**config.mk**
```make
export PLATFORM = sky130hd
export DESIGN_NAME = mc_ctrl_flat
export DESIGN_NICKNAME = d
export VERILOG_FILES = /design/src/rtl/mc_pkg.sv /design/src/rtl/mc_ctrl_if.sv /design/src/rtl/mc_ctrl_instr_class.sv /design/src/rtl/mc_ctrl.sv /design/src/flat_wrapper.sv
export SDC_FILE = /design/constraint.sdc
export NUM_CORES = 1
export LEC_CHECK = 0
export BUFFER_PORTS_ARGS = -buffer_cell sky130_fd_sc_hd__buf_2
export CAP_MARGIN = 10
export CORE_UTILIZATION = 45
export DETAILED_ROUTE_END_ITERATION = 8
export PLACE_DENSITY = 0.8
export SYNTH_ARGS = -nofsm -noshare
export SYNTH_HDL_FRONTEND = slang
export SYNTH_HIERARCHICAL = 1
export SYNTH_SLANG_ARGS = --single-unit
export TNS_END_PERCENT = 100
```
**constraint.sdc**
```tcl
create_clock -name clk -period 4.35 [get_ports clk]
set_input_delay 0.2175 -clock clk [delete_from_list [all_inputs] [get_ports clk]]
set_output_delay 0.2175 -clock clk [all_outputs]
set_load 0.03 [all_outputs]
```
**src/rtl/mc_pkg.sv**
```systemverilog
// Shared encodings for the multi-cycle MIPS-subset control sequencer:
// opcodes, FSM states, datapath select codes and instruction classes.
package mc_pkg;

  localparam logic [5:0] OP_SPECIAL = 6'h00;
  localparam logic [5:0] OP_J       = 6'h02;
  localparam logic [5:0] OP_JAL     = 6'h03;
  localparam logic [5:0] OP_BEQ     = 6'h04;
  localparam logic [5:0] OP_SLTIU   = 6'h0B;
  localparam logic [5:0] OP_ORI     = 6'h0D;
  localparam logic [5:0] OP_LUI     = 6'h0F;
  localparam logic [5:0] OP_LW      = 6'h23;
  localparam logic [5:0] OP_SW      = 6'h2B;

  localparam logic [5:0] FN_SLL     = 6'h00;
  localparam logic [5:0] FN_JR      = 6'h08;
  localparam logic [5:0] FN_ADDU    = 6'h21;
  localparam logic [5:0] FN_SUBU    = 6'h23;

  typedef enum logic [3:0] {
    S_FETCH, S_DECODE, S_EXEC_R, S_EXEC_I, S_WB_ALU, S_ADDR, S_MEM_RD,
    S_WB_MEM, S_MEM_WR, S_BRANCH, S_JUMP, S_JR, S_TRAP
  } state_t;

  typedef enum logic [2:0] {
    ALU_ADD = 3'd0, ALU_SUB = 3'd1, ALU_OR = 3'd2, ALU_SLTU = 3'd3,
    ALU_SLL = 3'd4, ALU_LUI = 3'd5
  } alu_op_t;

  typedef enum logic [1:0] {PC_ALU, PC_ALUOUT, PC_JTGT, PC_RS} pc_src_t;
  typedef enum logic [1:0] {SRCB_RT, SRCB_FOUR, SRCB_IMM, SRCB_IMM_SH2} alu_src_b_t;
  typedef enum logic [1:0] {RD_RT, RD_RD, RD_RA} reg_dst_t;
  typedef enum logic [1:0] {M2R_ALU, M2R_MDR, M2R_PC} mem_to_reg_t;

  typedef enum logic [3:0] {
    CLS_R, CLS_IMM, CLS_BEQ, CLS_LOAD, CLS_STORE, CLS_JR, CLS_JUMP, CLS_JAL,
    CLS_ILLEGAL
  } iclass_t;

  typedef struct packed {
    logic        req;
    logic        we;
    logic        sel;
    logic        ir_write;
    logic        pc_write;
    logic        reg_write;
    pc_src_t     pc_src;
    logic        src_a;
    alu_src_b_t  src_b;
    logic        ext;
    alu_op_t     alu_op;
    reg_dst_t    reg_dst;
    mem_to_reg_t m2r;
    logic        illegal;
  } ctrl_t;

endpackage

```
**src/rtl/mc_ctrl_if.sv**
```systemverilog
// Unified instruction/data memory request/ready handshake.
interface mc_ctrl_if;
  logic req;
  logic we;
  logic sel;
  logic ready;

  modport master (output req, we, sel, input ready);
  modport slave  (input req, we, sel, output ready);
endinterface

```
**src/rtl/mc_ctrl_instr_class.sv**
```systemverilog
// Combinational opcode/funct classifier feeding the sequencer.
module instr_class
  import mc_pkg::*;
(
  input  logic [5:0] op,
  input  logic [5:0] fn,
  output iclass_t    cls
);

  always_comb begin
    cls = CLS_ILLEGAL;
    case (op)
      OP_SPECIAL: begin
        case (fn)
          FN_JR:                   cls = CLS_JR;
          FN_ADDU, FN_SUBU, FN_SLL: cls = CLS_R;
          default:                 cls = CLS_ILLEGAL;
        endcase
      end
      OP_ORI, OP_LUI, OP_SLTIU: cls = CLS_IMM;
      OP_LW:                    cls = CLS_LOAD;
      OP_SW:                    cls = CLS_STORE;
      OP_BEQ:                   cls = CLS_BEQ;
      OP_J:                     cls = CLS_JUMP;
      OP_JAL:                   cls = CLS_JAL;
      default:                  cls = CLS_ILLEGAL;
    endcase
  end

endmodule

```
**src/rtl/mc_ctrl.sv**
```systemverilog
// Multi-cycle control FSM: Moore-decoded datapath selects, memory handshake,
// sticky illegal trap and retired-instruction counter.
module mc_ctrl
  import mc_pkg::*;
(
  input  logic        clk,
  input  logic        rst_n,
  input  logic [31:0] instr,
  input  logic        alu_zero,
  mc_ctrl_if.master   mem,
  output logic        ir_write,
  output logic        pc_write,
  output logic        reg_write,
  output logic [1:0]  pc_src,
  output logic        alu_src_a,
  output logic [1:0]  alu_src_b,
  output logic        ext_op,
  output logic [2:0]  alu_op,
  output logic [1:0]  reg_dst,
  output logic [1:0]  mem_to_reg,
  output logic        illegal,
  output logic [31:0] retired
);

  state_t      state, nxt;
  iclass_t     cls;
  ctrl_t       c, co;
  logic        retire;
  logic [31:0] retired_q;
  logic        unused_instr;

  assign unused_instr = ^instr[25:6];

  instr_class u_cls (.op(instr[31:26]), .fn(instr[5:0]), .cls(cls));

  always_ff @(posedge clk or negedge rst_n) begin
    if (!rst_n) begin
      state     <= S_FETCH;
      retired_q <= '0;
    end else begin
      state <= nxt;
      if (retire) retired_q <= retired_q + 32'd1;
    end
  end

  always_comb begin
    nxt    = state;
    c      = '0;
    retire = 1'b0;
    case (state)
      S_FETCH: begin
        c.req   = 1'b1;
        c.src_b = SRCB_FOUR;
        if (mem.ready) begin
          c.ir_write = 1'b1;
          c.pc_write = 1'b1;
          nxt        = S_DECODE;
        end
      end
      // ALUOut captures PC+4 + (sext(imm)<<2) for a possible beq.
      S_DECODE: begin
        c.src_b = SRCB_IMM_SH2;
        c.ext   = 1'b1;
        case (cls)
          CLS_JR:               nxt = S_JR;
          CLS_R:                nxt = S_EXEC_R;
          CLS_IMM:              nxt = S_EXEC_I;
          CLS_LOAD, CLS_STORE:  nxt = S_ADDR;
          CLS_BEQ:              nxt = S_BRANCH;
          CLS_JUMP, CLS_JAL:    nxt = S_JUMP;
          default:              nxt = S_TRAP;
        endcase
      end
      S_EXEC_R: begin
        c.src_a = 1'b1;
        c.src_b = SRCB_RT;
        case (instr[5:0])
          FN_SUBU: c.alu_op = ALU_SUB;
          FN_SLL:  c.alu_op = ALU_SLL;
          default: c.alu_op = ALU_ADD;
        endcase
        nxt = S_WB_ALU;
      end
      S_EXEC_I: begin
        c.src_a = 1'b1;
        c.src_b = SRCB_IMM;
        case (instr[31:26])
          OP_ORI:   c.alu_op = ALU_OR;
          OP_LUI:   c.alu_op = ALU_LUI;
          default: begin
            c.ext    = 1'b1;
            c.alu_op = ALU_SLTU;
          end
        endcase
        nxt = S_WB_ALU;
      end
      S_WB_ALU: begin
        c.reg_write = 1'b1;
        c.reg_dst   = (cls == CLS_R) ? RD_RD : RD_RT;
        retire      = 1'b1;
        nxt         = S_FETCH;
      end
      S_ADDR: begin
        c.src_a = 1'b1;
        c.src_b = SRCB_IMM;
        c.ext   = 1'b1;
        nxt     = (cls == CLS_STORE) ? S_MEM_WR : S_MEM_RD;
      end
      S_MEM_RD: begin
        c.req = 1'b1;
        c.sel = 1'b1;
        if (mem.ready) nxt = S_WB_MEM;
      end
      S_WB_MEM: begin
        c.reg_write = 1'b1;
        c.m2r       = M2R_MDR;
        retire      = 1'b1;
        nxt         = S_FETCH;
      end
      S_MEM_WR: begin
        c.req = 1'b1;
        c.we  = 1'b1;
        c.sel = 1'b1;
        if (mem.ready) begin
          retire = 1'b1;
          nxt    = S_FETCH;
        end
      end
      S_BRANCH: begin
        c.src_a    = 1'b1;
        c.src_b    = SRCB_RT;
        c.alu_op   = ALU_SUB;
        c.pc_src   = PC_ALUOUT;
        c.pc_write = alu_zero;
        retire     = 1'b1;
        nxt        = S_FETCH;
      end
      // PC was already advanced in FETCH, so it is the jal link value.
      S_JUMP: begin
        c.pc_write = 1'b1;
        c.pc_src   = PC_JTGT;
        if (cls == CLS_JAL) begin
          c.reg_write = 1'b1;
          c.reg_dst   = RD_RA;
          c.m2r       = M2R_PC;
        end
        retire = 1'b1;
        nxt    = S_FETCH;
      end
      S_JR: begin
        c.pc_write = 1'b1;
        c.pc_src   = PC_RS;
        retire     = 1'b1;
        nxt        = S_FETCH;
      end
      S_TRAP: begin
        c.illegal = 1'b1;
        nxt       = S_TRAP;
      end
      default: nxt = S_FETCH;
    endcase
  end

  // Reset gates every output, so the FETCH request drops asynchronously.
  assign co = rst_n ? c : '0;

  assign mem.req    = co.req;
  assign mem.we     = co.we;
  assign mem.sel    = co.sel;
  assign ir_write   = co.ir_write;
  assign pc_write   = co.pc_write;
  assign reg_write  = co.reg_write;
  assign pc_src     = co.pc_src;
  assign alu_src_a  = co.src_a;
  assign alu_src_b  = co.src_b;
  assign ext_op     = co.ext;
  assign alu_op     = co.alu_op;
  assign reg_dst    = co.reg_dst;
  assign mem_to_reg = co.m2r;
  assign illegal    = co.illegal;
  assign retired    = retired_q;

endmodule

```
**src/flat_wrapper.sv**
```systemverilog
// flat-port wrapper written by rule: the top's interface ports become plain ports
module mc_ctrl_flat import mc_pkg::*;
  (clk, rst_n, instr, alu_zero, ir_write, pc_write, reg_write, pc_src, alu_src_a, alu_src_b, ext_op, alu_op, reg_dst, mem_to_reg, illegal, retired, mem_req, mem_we, mem_sel, mem_ready);
  mc_ctrl_if mem_i ();
  input  logic clk;
  input  logic rst_n;
  input  logic [31:0] instr;
  input  logic alu_zero;
  output logic ir_write;
  output logic pc_write;
  output logic reg_write;
  output logic [1:0] pc_src;
  output logic alu_src_a;
  output logic [1:0] alu_src_b;
  output logic ext_op;
  output logic [2:0] alu_op;
  output logic [1:0] reg_dst;
  output logic [1:0] mem_to_reg;
  output logic illegal;
  output logic [31:0] retired;
  output wire logic [$bits(mem_i.req)-1:0] mem_req;
  output wire logic [$bits(mem_i.we)-1:0] mem_we;
  output wire logic [$bits(mem_i.sel)-1:0] mem_sel;
  input wire logic [$bits(mem_i.ready)-1:0] mem_ready;
  assign mem_req = mem_i.req;
  assign mem_we = mem_i.we;
  assign mem_sel = mem_i.sel;
  assign mem_i.ready = mem_ready;
  mc_ctrl u_core (.clk(clk), .rst_n(rst_n), .instr(instr), .alu_zero(alu_zero), .mem(mem_i), .ir_write(ir_write), .pc_write(pc_write), .reg_write(reg_write), .pc_src(pc_src), .alu_src_a(alu_src_a), .alu_src_b(alu_src_b), .ext_op(ext_op), .alu_op(alu_op), .reg_dst(reg_dst), .mem_to_reg(mem_to_reg), .illegal(illegal), .retired(retired));
endmodule
```
# Word level (Yosys, flattened, before mapping)
# Memories as Yosys holds them, arrays and structs flattened.
# Cells that the tools add are included.
# word_totals
reg_bits	36
latch_bits	0
ram_bits	0
rom_bits	32
inputBits	36
out_inout_bits	52
n_memories	1
# memory_table
name	depth	word_bits	rd	rd_clocked_by_memory_dff	write_ports	line_no	rtl
(no name shown)	8	4	1	0	0	mc_ctrl.sv:64	case (cls)
# op_classes
addsub	1
mul	0
div	0
n_lt_le_gt_ge	0
eq_ne	28
shifts	0
mux	32
bitwise_logic	0
n_reduce_logical	17
# ops
cell	count
$pmux 4 s7	2
$add 32x1->32 const B	1
$eq 4x3->1 const B	6
$eq 6x4->1 const B	4
$eq 6x6->1 const B	4
$mux 4	6
$eq 4x4->1 const B	5
$mux 20	1
$reduce_or 2->1	7
$eq 6x2->1 const B	2
$logic_not 6->1	2
$pmux 2 s3	2
$pmux 3 s2	2
$mux 1	10
$pmux 3 s3	1
$reduce_or 3->1	3
$eq 4x2->1 const B	2
$logic_not 4->1	2
$pmux 2 s2	2
$pmux 4 s2	1
$eq 6x3->1 const B	1
$ne 2x2->1 const B	3
$pmux 1 s2	3
$reduce_or 5->1	1
other kinds (5)	5

# Longest topological paths before layout
# Gate-level depths: netlist (run 1).
# logic_depth
depth_word	8
mapped_depth	8

# Modules after synthesis
# The synthesis (run 1) kept the hierarchy.
# modules_own_cells
mod	instances	cells_each	area_each_um2	seq_area_each_um2
mc_ctrl	1	231	2144.6	900.9
instr_class	1	26	166.4	0.0

# Worst setup path before layout (run 1)
# OpenSTA, ideal clock, no wires.
# synth_path
path_type	flip-flop to output port
start	register u_core.state[2]
end	output ir_write
t_arrival_ns	2.196
path_slack_ns	1.936
path_stages_with_launch	4
n_path_buf	1
cell_sequence	dfrtp_1 > clkbuf_1 > nor4b_1 > and3_1
# synth_via
elab_chain_cells	3
# synth_lines
element	line_no	rtl
start: declaration	mc_ctrl.sv:25	state_t state, nxt;
start signal: assignment	mc_ctrl.sv:41	state <= nxt;
$logic_not 4->1	mc_ctrl.sv:50	case (state)
$mux 1	mc_ctrl.sv:50	
$mux 20	mc_ctrl.sv:165	assign co = rst_n ? c : '0;
end: declaration	flat_wrapper.sv:9	output logic ir_write;
# Every way passes these cells.

# Final worst setup path (run 1)
# layout_path
start	register u_core.state[1]
end	output alu_op[0]
# layout_via
elab_chain_cells	3
# layout_lines
element	line_no	rtl
$eq 4x4->1 or $eq 4x2->1 (tied branches)	mc_ctrl.sv:50	
$pmux 3 s3 *	mc_ctrl.sv:50	
$mux 20 *	mc_ctrl.sv:165	
end: declaration	flat_wrapper.sv:16	output logic [2:0] alu_op;
# Mark *: on every way between the ends. The rest lies on a longest branch, timed or not.

==> flow_summary_export.csv, run 1 <==
group,metric,value,unit
detailed_routing,first_pass_iters,4,
timing,tightest_slew,0.615,ns
timing,hold_violations,0,
logic_synthesis,synthTopCellsByArea,"dfrtp_1 39%, xnor2_1 8.7%, nand2_1 4.4%",
timing,drv_slew,0,
die,num_rows,25,
power,powerDensity,401,mW/mm^2
clock_network,clockBufferDepth,2,
timing,rsz0062_at_grt,"false",
detailed_routing,routed_wl,5.20,mm
hold_path,hold_depth,4,
logic_synthesis,ys_warn_count,6,
logic_synthesis,synth_top_area_frac,0.390,
place,globalplace.congestion,0.898,
timing,layout_min_cycle_time,2.44,ns
place,io_buffer_count,67,
clock_network,cts_buffers,5,
timing,setup_violations,0,
clock_network,cts.sinks,36,
setup_path,required,4.13,ns
setup_path,critPathArrivalTime,2.22,ns
global_routing,use_met1,0.275,
die,dieArea,0.00543,sq mm
global_routing,antenna_found_initial,0,
logic_synthesis,synth_most_common_cell,"dfrtp_1",
run_status,status,"finished, final reports clean",
clock_network,cts-root-buf,"clkbuf_8",
clock_network,clk_pin_slew,0.07,ns
detailed_routing,post_drt_via_cell_ratio,5.44,
final_layout,final_cell_area,0.00280,sq mm
logic_synthesis,synth_area,0.00231,sq mm
detailed_routing,drcViolationCount,0,
detailed_routing,dr.first_iter.drc_count,110,
global_routing,grtUsageMet3,0.0412,
setup_path,crit_fanout,22,
die,core-area,0.00482,sq mm
timing,fin_tns_setup,0,ns
logic_synthesis,synth_edf_count,0,
global_routing,grt.total_usage,0.204,
power,p_leak,1.38,nW
setup_path,cp-end-kind,"output pin",
power,peakVddDrop,0.335,mV
global_routing,grt_use_met2,0.325,
final_layout,antenna_cells,0,
logic_synthesis,synthArstFlopShare,1.00,
logic_synthesis,yosys_register_bits,36,
setup_path,cp-start-kind,"flop",
global_routing,busiest_layer,"met2",
setup_path,worstSetupPathType,"flop to output pin",
final_layout,syn_to_final_growth,21.3,%
global_routing,grt_max_degree,48,
global_routing,overflow,0,
detailed_routing,post_drt_wl_per_cell,13.2,um
place,hpwl,3.80,mm
clock_network,cts_htree_levels,2,
die,die_h,73.7,um
logic_synthesis,yosysTopAreaCell,"dfrtp_1",
clock_network,cts_tree,"built",
logic_synthesis,ys_types,46,
place,dpl_cell_area,0.00270,sq mm
timing,slew_headroom,0.587,
hold_path,hold_path.class,"input port to flop",
die,start_util,0.480,
timing,fmax,411,MHz
logic_synthesis,syn_nets,294,
clock_network,clkLatencyLatePin,0.30,ns
global_routing,grt_pass1_vias,1882,
logic_synthesis,synth_ff_type,"dfrtp_1",
global_routing,grt_pass1_wl,8.47,mm
detailed_routing,drtAntennaViolNets,0,
logic_synthesis,ys_seq_area_frac,0.390,
logic_synthesis,synthTopCellsByCount,"36 x dfrtp_1, 27 x nand2_1, 23 x xnor2_1",
die,die_x,73.7,um
final_layout,drive_gt1_frac,0.273,
logic_synthesis,syn_inst,257,
timing,clock-skew-final,0.00938,ns
detailed_routing,vias,2136,
final_layout,nNetsFinal,362,
die,design.portCount,88,
clock_network,cts_resized,0,
final_layout,fillCellCount,455,
logic_synthesis,avgSynthCellArea,8.99,sq um
clock_network,cts_setup_buffers,0,
timing,fin_crit_sh,0.560,
job,drv_cap,0,
setup_path,ff2ff_path_depth,5,
==> power by group <==
part	internal [mW]	switching [mW]
logic	0.153	0.271
registers	0.369	0.0796
clock network	0.129	0.121
total	0.651	0.472
==> through the flow <==
stage | std cells | setup WS [ns] | hold slack, ns | power (mW) | util
3_5_place_dp | 384 | 2.06 | 0.315 | 0.878 | 0.560
5_1_grt | 393 | 1.65 | 0.457 | 1.19 | 0.582
4_1_cts | 393 | 1.90 | 0.392 | 1.13 | 0.582
2_1_floorplan | 257 | 1.94 | -0.0781 | 0.768 | -
6_report | 393 | 1.91 | 0.407 | 1.12 | 0.582
3_3_place_gp | 384 | 2.12 | 0.312 | 0.865 | 0.560
==> flip-flops by register name (all words and copies together), names as in the netlist <==
signal / cells
u_core/retired: 32
u_core/state: 4
==> cells in the final DEF (no fill, tap or decap), types with 2 or more instances in the layout <==
| cell | Yosys | layout |
|---|---|---|
| buf_2 | 1 | 67 |
| dfrtp_1 | 36 | 36 |
| nand2_1 | 27 | 27 |
| xnor2_1 | 23 | 23 |
| nor2_1 | 19 | 19 |
| nor3_1 | 13 | 13 |
| nand3_1 | 12 | 12 |
| and3_1 | 12 | 12 |
| nand4_1 | 12 | 12 |
| a21oi_1 | 10 | 10 |
| nand2b_1 | 9 | 9 |
| xor2_1 | 8 | 8 |
| inv_1 | 7 | 7 |
| o21ai_0 | 7 | 7 |
| clkbuf_8 | 0 | 6 |
| and2_1 | 5 | 5 |
| nor2b_1 | 4 | 4 |
| nor4_1 | 4 | 4 |
| nand3_2 | 4 | 4 |
| a32o_1 | 3 | 3 |
| o21a_1 | 2 | 2 |
| nor4b_1 | 2 | 2 |
| and2b_1 | 2 | 2 |
| a21boi_0 | 2 | 2 |
| a31oi_1 | 2 | 2 |
| nor3_4 | 2 | 2 |
| and4_1 | 2 | 2 |
| nor3b_1 | 2 | 2 |
| o211ai_1 | 2 | 2 |
==> cell families after synthesis <==
logic type      count (synthesis)  share of synthesized area
compound gates                 36                      0.114
xor+xnor                       31                      0.117
fa+ha+maj                       1                    0.00541
buf+inv                        15                     0.0282
flops                          36                      0.390
simple gates                  138                      0.345
==> final timing paths <==
kind | start | slack, ns | end
worst min-delay path | mem_ready | 0.41 | u_core/state[0]$_DFFE_PN0P_
worst min register to register | u_core/retired[31]$_DFFE_PN0P_ | 0.48 | u_core/retired[31]$_DFFE_PN0P_
min in group asynchronous | rst_n | 0.52 | u_core/retired[24]$_DFFE_PN0P_
max in group asynchronous | rst_n | 3.45 | u_core/retired[2]$_DFFE_PN0P_
worst max-delay path | u_core/state[1]$_DFFE_PN0P_ | 1.91 | alu_op[0]
worst max register to register | u_core/state[1]$_DFFE_PN0P_ | 2.24 | u_core/retired[9]$_DFFE_PN0P_
==> final cells by class <==
| type | instances | area (sq um) | share of cell area |
|---|---|---|---|
| well taps | 67 | 83.8 | 0.0299 |
| inverters | 7 | 26.3 | 0.00937 |
| clock buffers | 7 | 86.3 | 0.0308 |
| flip-flops and latches | 36 | 901 | 0.321 |
| repair buffers | 69 | 353 | 0.126 |
| clock inverters | 1 | 7.51 | 0.00268 |
| multi-input cells | 206 | 1350 | 0.480 |
==> what timing repair did <==
action / in CTS / in global routing
setup endpoints to repair: 0 / 0
hold endpoints to repair: 30 / 0
hold buffers: 1 / 0
==> critical path: stages, from the launching register on <==
cell and delay (ns):
dfrtp_1 0.71, nand2b_1 0.33, nor4_1 0.36, nand4_1 0.14, a31oi_1 0.16, buf_2 0.21
==> layer usage <==
layer	vias to the layer above	share of wire	wire (um)
met4	0	0.0086	45
met2	53	0.47	2420
met5	-	0	0
met3	10	0.043	226
li1	1059	-	-
met1	1014	0.48	2510
Power figures use the tool's default switching activity.
==> run 2: changes to the inputs <==
--- a/config.mk
+++ b/config.mk
@@ -9,7 +9,7 @@
 export CAP_MARGIN = 10
 export CORE_UTILIZATION = 45
 export DETAILED_ROUTE_END_ITERATION = 8
-export PLACE_DENSITY = 0.8
+export PLACE_DENSITY = 0.83
 export SYNTH_ARGS = -nofsm -noshare
 export SYNTH_HDL_FRONTEND = slang
 export SYNTH_HIERARCHICAL = 1
==> constraint.sdc (replaced) <==
create_clock -name clk -period 2.2 [get_ports clk]
set_input_delay 0.11 -clock clk [delete_from_list [all_inputs] [get_ports clk]]
set_output_delay 0.11 -clock clk [all_outputs]
set_load 0.03 [all_outputs]
==> flow_summary_export.csv, run 2 (synthesis results as in run 1) <==
group,metric,value,unit
run_status,status,"finished, final reports clean",
global_routing,grt_max_degree,37,
final_layout,nNetsFinal,366,
power,p_leak,1.41,nW
clock_network,cts_tree,"built",
timing,fin_tns_setup,0,ns
power,powerDensity,784,mW/mm^2
clock_network,clockBufferDepth,2,
final_layout,syn_to_final_growth,22.3,%
final_layout,antenna_cells,0,
timing,layout_min_cycle_time,2.05,ns
final_layout,largest_reg_flops,32,
timing,tightest_slew,0.484,ns
clock_network,cts.sinks,36,
setup_path,cp-end-kind,"output pin",
detailed_routing,routed_wl,5.32,mm
place,place_ws,0.202,ns
global_routing,antenna_found_initial,0,
global_routing,overflow,0,
timing,slew_headroom,0.674,
final_layout,final_cell_area,0.00283,sq mm
clock_network,clkLatencyLatePin,0.29,ns
clock_network,cts_htree_levels,2,
final_layout,layout.cells.non_filler,396,
die,dieArea,0.00543,sq mm
final_layout,seq_area,901,sq um
setup_path,cp-start-kind,"flop",
setup_path,crit_fanout,10,
power,peakVddDrop,0.791,mV
clock_network,cts-root-buf,"clkbuf_8",
final_layout,fillCellCount,464,
global_routing,grt.total_usage,0.213,
clock_network,cts_hold_buf,0,
setup_path,required,2.09,ns
die,design.portCount,88,
final_layout,multi_input_area,0.00136,sq mm
detailed_routing,dr.first_iter.drc_count,131,
detailed_routing,post_drt_wl_per_cell,13.4,um
setup_path,worstSetupPathType,"flop to output pin",
detailed_routing,drcViolationCount,0,
die,die_h,73.7,um
die,die_x,73.7,um
timing,timing.final.ws_setup,0.149,ns
die,num_rows,25,
setup_path,critPathArrivalTime,1.94,ns
power,p_total,2.22,mW
die,start_util,0.480,
timing,drv_slew,0,
place,io_buffer_count,67,
die,core-area,0.00482,sq mm
detailed_routing,first_pass_iters,4,
timing,setup_violations,0,
global_routing,grt_pass1_vias,1886,
place,post-place-cells,389,
timing,fmax,488,MHz
clock_network,cts_buffers,5,
final_layout,final_cell_mix,"67 x buf_2, 36 x dfrtp_1, 27 x nand2_1",
place,hpwl,3.99,mm
timing,fin_crit_sh,0.932,
place,dpl_cell_area,0.00274,sq mm
global_routing,grt_pass1_wl,8.84,mm
timing,rsz0062_at_grt,"false",
timing,clock-skew-final,0.00573,ns
job,drv_cap,0,
final_layout,final_common_cell,"buf_2",
detailed_routing,drtAntennaViolNets,0,
final_layout,drive_gt1_frac,0.289,
timing,hold_violations,0,
hold_path,hold_path.class,"input port to async pin",
clock_network,clk_pin_slew,0.07,ns
detailed_routing,vias,2168,
place,globalplace.congestion,0.885,
detailed_routing,post_drt_via_cell_ratio,5.47,
[run 2: what timing repair did]
| item | CTS | global route |
|---|---|---|
| buffers inserted | 0 | 0 |
| endpoints found under the setup margin | 0 | 2 |
| endpoints found under the hold margin | 0 | 0 |
| gates resized for setup | 0 | 1 |
[run 2: final cells by class]
cell class,count,share of cell area
Tap cell,67,0.0297
Clock inverter,1,0.00177
Clock buffer,6,0.0257
Inverter,7,0.00930
Multi-Input combinational cell,206,0.480
Timing Repair Buffer,73,0.135
Sequential cell,36,0.319
[run 2: where the power goes]
part	internal, mW	switching [mW]
clock	0.215	0.218
sequential	0.732	0.103
combinational	0.339	0.609
total	1.29	0.930
[run 2: critical path, cell delays in order, from the launching register on]
cell      delay (ns)
dfrtp_1         0.49
nand2b_1        0.37
nor3_1          0.36
a32oi_1         0.08
nor2b_1         0.15
buf_2           0.21
[run 2: worst paths after layout]
path / end / from / slack [ns] / cells after the start
hold reg to reg: u_core/retired[31]$_DFFE_PN0P_ / u_core/retired[31]$_DFFE_PN0P_ / 0.47 / 1
max in group asynchronous: u_core/retired[8]$_DFFE_PN0P_ / rst_n / 1.87 / 2
hold / removal: u_core/retired[28]$_DFFE_PN0P_ / rst_n / 0.02 / 2
setup / recovery: reg_write / u_core/state[0]$_DFFE_PN0P_ / 0.15 / 5
min in group clk: u_core/state[0]$_DFFE_PN0P_ / mem_ready / 0.30 / 4
setup reg to reg: u_core/retired[27]$_DFFE_PN0P_ / u_core/state[0]$_DFFE_PN0P_ / 0.23 / 5
[run 2: metrics by stage]
step / hold slack, ns / util
finish: 0.0235 / 0.587
global route: 0.0806 / 0.587
CTS: 0.0372 / 0.585
detailed placement: 0.345 / 0.569
global placement: 0.350 / 0.569
floorplan: -0.186 / -
[run 2: layer usage]
metal,wire (um),track usage,up-vias
li1,-,-,1070
met1,2480,0.300,1030
met2,2550,0.330,63
met3,247,0.0480,5
met4,53,0.0598,0
met5,0,0,-
